[config.mk]
export PLATFORM = sky130hd
export DESIGN_NAME = lcd_nibble_receiver
export DESIGN_NICKNAME = d
export VERILOG_FILES = /design/src/rtl/lcd_nibble_receiver.sv
export SDC_FILE = /design/constraint.sdc
export NUM_CORES = 1
export LEC_CHECK = 0
export BUFFER_PORTS_ARGS = -buffer_cell sky130_fd_sc_hd__buf_4
export CAP_MARGIN = 20
export CORE_UTILIZATION = 45
export CTS_BUF_LIST = sky130_fd_sc_hd__clkbuf_8
export DETAILED_ROUTE_END_ITERATION = 10
export PLACE_DENSITY = 0.69
export SLEW_MARGIN = 5
export SYNTH_ARGS = -nofsm -noshare
export SYNTH_HDL_FRONTEND = slang
export SYNTH_SLANG_ARGS = --single-unit
[constraint.sdc]
create_clock -name Clock -period 4.9 [get_ports Clock]
set_input_delay 0.735 -clock Clock [delete_from_list [all_inputs] [get_ports Clock]]
set_output_delay 0.735 -clock Clock [all_outputs]
set_load 0.03 [all_outputs]
[src/rtl/lcd_nibble_receiver.sv]
// Purpose: receiving end of a 4-bit character-LCD bus. Registers E/RS/RW/SF/DB,
// checks the power-on init nibble sequence (3,3,3,2), pairs high/low nibbles
// into bytes, tracks the DDRAM address and flags timing/protocol violations.
// Ports:
//   Clock, Reset            - clock, synchronous active-high reset
//   iLCD_*                  - LCD bus inputs (E, RS, RW, StrataFlash ctrl, DB[7:4])
//   oByte/oRS/oValid        - last assembled byte, its RS, one-cycle new-byte strobe
//   oAddress                - current DDRAM address
//   oInitDone               - init nibble sequence completed
//   oTimingError            - sticky pulse-width / gap violation
//   oProtocolError          - sticky bad init nibble / RW=1 / SF=0 at E fall
module lcd_nibble_receiver #(
    parameter int unsigned MIN_EN_CYCLES  = 12,
    parameter int unsigned MIN_NIBBLE_GAP = 50,
    parameter int unsigned MIN_BYTE_GAP   = 2000,
    parameter int unsigned CNT_W          = 12
) (
    input  logic       Clock,
    input  logic       Reset,
    input  logic       iLCD_Enabled,
    input  logic       iLCD_RegisterSelect,
    input  logic       iLCD_ReadWrite,
    input  logic       iLCD_StrataFlashControl,
    input  logic [3:0] iLCD_Data,
    output logic [7:0] oByte,
    output logic       oRS,
    output logic       oValid,
    output logic [6:0] oAddress,
    output logic       oInitDone,
    output logic       oTimingError,
    output logic       oProtocolError
);

    localparam int unsigned NIB_W  = 4;
    localparam int unsigned ADDR_W = 7;
    localparam logic [CNT_W-1:0] CNT_MAX = '1;

    typedef enum logic [2:0] {
        S_INIT0, S_INIT1, S_INIT2, S_INIT3, S_HI, S_LO
    } state_t;

    state_t             state_q;
    // Stage 1: input register; stage 2: stage 1 delayed (cycle N-1 view)
    logic               e1_q, e2_q;
    logic               rs1_q, rs2_q;
    logic               rw1_q, rw2_q;
    logic               sf1_q, sf2_q;
    logic [NIB_W-1:0]   d1_q, d2_q;
    logic [CNT_W-1:0]   wcnt_q;
    logic [CNT_W-1:0]   gcnt_q;
    logic [NIB_W-1:0]   hi_nib_q;
    logic               byte_seen_q;

    logic               fall_c;
    logic               rise_c;
    logic               bus_ok_c;
    logic [NIB_W-1:0]   init_exp_c;
    logic [ADDR_W-1:0]  addr_next_c;

    assign fall_c   = e2_q & ~e1_q;
    assign rise_c   = e1_q & ~e2_q;
    assign bus_ok_c = ~rw2_q & sf2_q;

    // Nibble expected in the current init state
    always_comb begin
        init_exp_c = NIB_W'(3);
        if (state_q == S_INIT3) init_exp_c = NIB_W'(2);
    end

    // DDRAM address following the byte just emitted
    always_comb begin
        addr_next_c = oAddress;
        if (oRS) begin
            if (oAddress == ADDR_W'(7'h27))      addr_next_c = ADDR_W'(7'h40);
            else if (oAddress == ADDR_W'(7'h67)) addr_next_c = ADDR_W'(7'h00);
            else                                 addr_next_c = oAddress + ADDR_W'(1);
        end else if (oByte[7]) begin
            addr_next_c = oByte[6:0];
        end else if (oByte == 8'h01 || oByte == 8'h02) begin
            addr_next_c = '0;
        end
    end

    always_ff @(posedge Clock) begin
        if (Reset) begin
            state_q        <= S_INIT0;
            e1_q           <= 1'b0;
            e2_q           <= 1'b0;
            rs1_q          <= 1'b0;
            rs2_q          <= 1'b0;
            rw1_q          <= 1'b0;
            rw2_q          <= 1'b0;
            sf1_q          <= 1'b0;
            sf2_q          <= 1'b0;
            d1_q           <= '0;
            d2_q           <= '0;
            wcnt_q         <= '0;
            gcnt_q         <= CNT_MAX;
            hi_nib_q       <= '0;
            byte_seen_q    <= 1'b0;
            oByte          <= '0;
            oRS            <= 1'b0;
            oValid         <= 1'b0;
            oAddress       <= '0;
            oInitDone      <= 1'b0;
            oTimingError   <= 1'b0;
            oProtocolError <= 1'b0;
        end else begin
            e1_q  <= iLCD_Enabled;
            rs1_q <= iLCD_RegisterSelect;
            rw1_q <= iLCD_ReadWrite;
            sf1_q <= iLCD_StrataFlashControl;
            d1_q  <= iLCD_Data;
            e2_q  <= e1_q;
            rs2_q <= rs1_q;
            rw2_q <= rw1_q;
            sf2_q <= sf1_q;
            d2_q  <= d1_q;

            oValid <= 1'b0;

            // wcnt holds the number of E-high cycles when the fall is seen
            if (rise_c)                        wcnt_q <= CNT_W'(1);
            else if (e1_q && wcnt_q != CNT_MAX) wcnt_q <= wcnt_q + CNT_W'(1);

            // gcnt holds clocks elapsed since the last fall when the next rise is seen
            if (fall_c)                  gcnt_q <= CNT_W'(1);
            else if (gcnt_q != CNT_MAX)  gcnt_q <= gcnt_q + CNT_W'(1);

            if (fall_c && wcnt_q < CNT_W'(MIN_EN_CYCLES))
                oTimingError <= 1'b1;
            if (rise_c && state_q == S_LO && gcnt_q < CNT_W'(MIN_NIBBLE_GAP))
                oTimingError <= 1'b1;
            if (rise_c && state_q == S_HI && byte_seen_q && gcnt_q < CNT_W'(MIN_BYTE_GAP))
                oTimingError <= 1'b1;

            if (fall_c) begin
                if (!bus_ok_c) begin
                    oProtocolError <= 1'b1;
                end else begin
                    case (state_q)
                        S_INIT0, S_INIT1, S_INIT2, S_INIT3: begin
                            if (d2_q != init_exp_c) begin
                                oProtocolError <= 1'b1;
                                state_q        <= S_INIT0;
                            end else if (state_q == S_INIT3) begin
                                oInitDone <= 1'b1;
                                state_q   <= S_HI;
                            end else begin
                                state_q <= state_t'(state_q + 3'd1);
                            end
                        end
                        S_HI: begin
                            hi_nib_q <= d2_q;
                            state_q  <= S_LO;
                        end
                        S_LO: begin
                            oByte       <= {hi_nib_q, d2_q};
                            oRS         <= rs2_q;
                            oValid      <= 1'b1;
                            byte_seen_q <= 1'b1;
                            state_q     <= S_HI;
                        end
                        default: state_q <= S_INIT0;
                    endcase
                end
            end

            if (oValid) oAddress <= addr_next_c;
        end
    end

endmodule
==> qor.tcl <==
set qor(die-area_um2) 7320
set qor(crit_required_ns) 5.13
set qor(cp_num_buf_inv) 0
set qor(antenna_cells) 0
set qor(layout_common_cells) {dfxtp_1 (68), nor2_1 (32), buf_4 (30)}
set qor(io_buffers) 29
set qor(final-max-slew-violation-count) 0
set qor(grtUsageMet3) 0.05005
set qor(top_level_port_count) 30
set qor(area_grow_syn2layout_pct) 12.70
set qor(die_h_um) 85.56
set qor(synth_sequential_area_ratio) 0.4333
set qor(report.final.hold_viol_count) 0
set qor(avgViaCountPerCell) 5.773
set qor(gp_congestion) 0.8091
set qor(max_freq_ghz) 0.4751
set qor(cp_slowest_cell) {o41ai_4}
set qor(synth-edff-count) 0
set qor(grt_util_all_layers) 0.1849
set qor(design.core.area_um2) 6756
set qor(cts_made_buffers) 9
set qor(ctsLongestPathBuffers) 2
set qor(timing.slew.headroom) 0.4543
set qor(detailedPlacementHpwl_um) 4346
set qor(count_of_mapped_cells_out_of_synthesis) 348
set qor(hp-class) {register to register}
set qor(setup_failing_eps_final) 0
set qor(vias) 2615
set qor(synth_cell_types) 61
set qor(finalWirelength_um) 6378
set qor(wire_per_inst_um) 14.08
set qor(tritoncts) {done}
set qor(worst_setup_hold_path_clk_slew_ns) 0.07
set qor(fin_cells) 453
set qor(synthesis.area_um2) 3142
set qor(critical_path.top_delay_family) {compound AO/OA/AOI/OAI gates}
set qor(critical_path.endpoint_type) {register}
set qor(ir_drop_mv) 0.1827
set qor(final_layout_size_suffix_gt1_frac) 0.1340
set qor(initial_core_util) 0.4650
set qor(synth_fp_nets) 366
set qor(worst_skew_pair.late_latency_ns) 0.34
set qor(clock-root-buffer) {clkbuf_8}
set qor(timing.setup.critical_path_class) {register to register}
set qor(htree_levels) 3
set qor(place_inst) 439
set qor(antenna_left) 0
set qor(cp_cell_sequence) {or4_4 -> o41ai_4 -> o21ai_1 -> a32o_1}
set qor(synth_flop_cell) {dfxtp_1}
set qor(worst_ep_arrival_time_ns) 2.33
set qor(grt_setup_unrepaired) {false}
set qor(timing.final.crit_share) 0.4295
set qor(synth_seq_cells) 68
set qor(fp.dieW_um) 85.56
set qor(gr-max-usage-layer) {met2}
set qor(cts.sinks) 68
set qor(layout_commonest_cell) {dfxtp_1}
set qor(result_of_the_run) {completed}
set qor(worstSetupStartpointType) {register}
set qor(antenna_found_initial) 0
set qor(worst-slew-pin-transition_ns) 0.8169
set qor(number_of_hold_buffers_added_after_cts) 0
set qor(worstPathMaxFanout) 13
set qor(count_of_unresolved_drc_violations_after_routing) 0
set qor(drt_pass1_iterations) 4
set qor(grt_remaining_overflow) 0
set qor(first_global_vias) 2414
set qor(core.rowCount) 30
set qor(p_per_area_nw_per_um2) 372.2
set qor(synth-async-reset-ratio) 0
set qor(critical-path-max-stage-delay_ns) 0.66
set qor(final_net_count) 388
set qor(synth.yosys.warnings) 0
set qor(final_period_minus_worst_setup_slack_ns) 2.105
set qor(tns_ns) 0
set qor(skew_ns) 0.007006
set qor(maximum_number_of_pins_on_one_net_before_global_route_repair) 54
set qor(gr-usage-met1) 0.2263
set qor(grt_first_pass_wirelength_um) 10780
set qor(maxCapViolations) 0
set qor(cts_setup_buffers) 0
set qor(leakagePower_uw) 0.001423
set qor(drt_iter0_drc) 99
set qor(grt.met2_usage) 0.3091
set qor(synthesis.area_per_instance_um2) 9.028
set qor(cts_resized) 0
-- Yosys cell counts, types with 2 or more instances --
master | number | area share
a211oi_1 | 3 | 0.0072
a21oi_1 | 13 | 0.021
a311oi_2 | 2 | 0.0096
a31o_1 | 2 | 0.0056
a31oi_1 | 10 | 0.020
a32o_1 | 2 | 0.0064
and3_1 | 7 | 0.014
and4_1 | 3 | 0.0084
buf_2 | 4 | 0.0064
clkbuf_1 | 14 | 0.017
dfxtp_1 | 68 | 0.43
ha_1 | 8 | 0.032
inv_1 | 9 | 0.011
mux2i_1 | 15 | 0.048
nand2_1 | 21 | 0.025
nand2b_1 | 5 | 0.010
nand3_1 | 17 | 0.027
nand4_1 | 8 | 0.016
nor2_1 | 32 | 0.038
nor2b_1 | 20 | 0.040
nor3_1 | 6 | 0.0096
nor3b_1 | 4 | 0.0096
nor4_1 | 4 | 0.0080
nor4b_1 | 3 | 0.0084
o2111ai_1 | 2 | 0.0056
o211ai_1 | 4 | 0.0096
o21ai_0 | 8 | 0.013
o21ai_1 | 8 | 0.013
o311ai_1 | 4 | 0.011
o31ai_1 | 3 | 0.0072
or2_0 | 2 | 0.0040
or3_1 | 4 | 0.0080
or4_1 | 2 | 0.0048
xnor2_1 | 3 | 0.0084
xor2_1 | 2 | 0.0056
-- area by class of cell --
cell class                      count  area [um2]
Fill cell                         663        3216
Multi-Input combinational cell    250        1655
Sequential cell                    68        1361
Timing Repair Buffer               30       225.2
Clock buffer                       10       137.6
Tap cell                           80       100.1
Inverter                           11       41.29
Clock inverter                      4       20.02
-- final timing paths --
| kind | slack (ns) | from | cells after the start | endpoint |
|---|---|---|---|---|
| worst max-delay path | 2.80 | oByte[5] | 4 | oAddress[2] |
| worst min-delay path | 0.44 | d1_q[0] | 1 | d2_q[0] |
| worst max register to register | 2.80 | oByte[5] | 4 | oAddress[2] |
| worst min register to register | 0.44 | d1_q[0] | 1 | d2_q[0] |
-- cells by family after synthesis --
kind of cell,synth area share
XOR/XNOR,0.01394
adder cells (fa/ha/maj),0.03186
buffers and inverters,0.03982
flip-flops,0.4333
AND/OR/NAND/NOR,0.2473
AO/OA/AOI/OAI,0.1860
multiplexers,0.04779
-- sequential cells by signal (all words and copies together), names as in the netlist, 3 cells and up --
register	count
d1_q	4
state_q	3
hi_nib_q	4
wcnt_q	12
oAddress	7
oByte	8
gcnt_q	12
d2_q	4
-- through the flow --
step           power (uW)  utilization  instance area, um2  setup WS [ns]  hold WS [ns]
6_report             1318       0.5241                3541          2.795        0.4360
4_1_cts              1326       0.5241                3541          2.797        0.4389
3_5_place_dp        947.0       0.5007                3383          2.820        0.4234
5_1_grt              1402       0.5241                3541          2.727        0.4524
2_1_floorplan       900.6            -                3142          3.089        0.4138
3_3_place_gp        943.3       0.5007                3383          2.849        0.4176
-- power breakdown --
part	internal (uW)	switching, uW
registers	605	68.3
clock network	187	189
logic	123	145
-- per-layer routing --
metal,routed length (um),part of all wire,vias to the layer above
met5,0,0,-
met4,38,0.0060,0
met3,317,0.050,2
met2,2891,0.45,62
met1,3131,0.49,1225
li1,-,-,1326
Note: power is estimated with default switching activity, not from simulation.
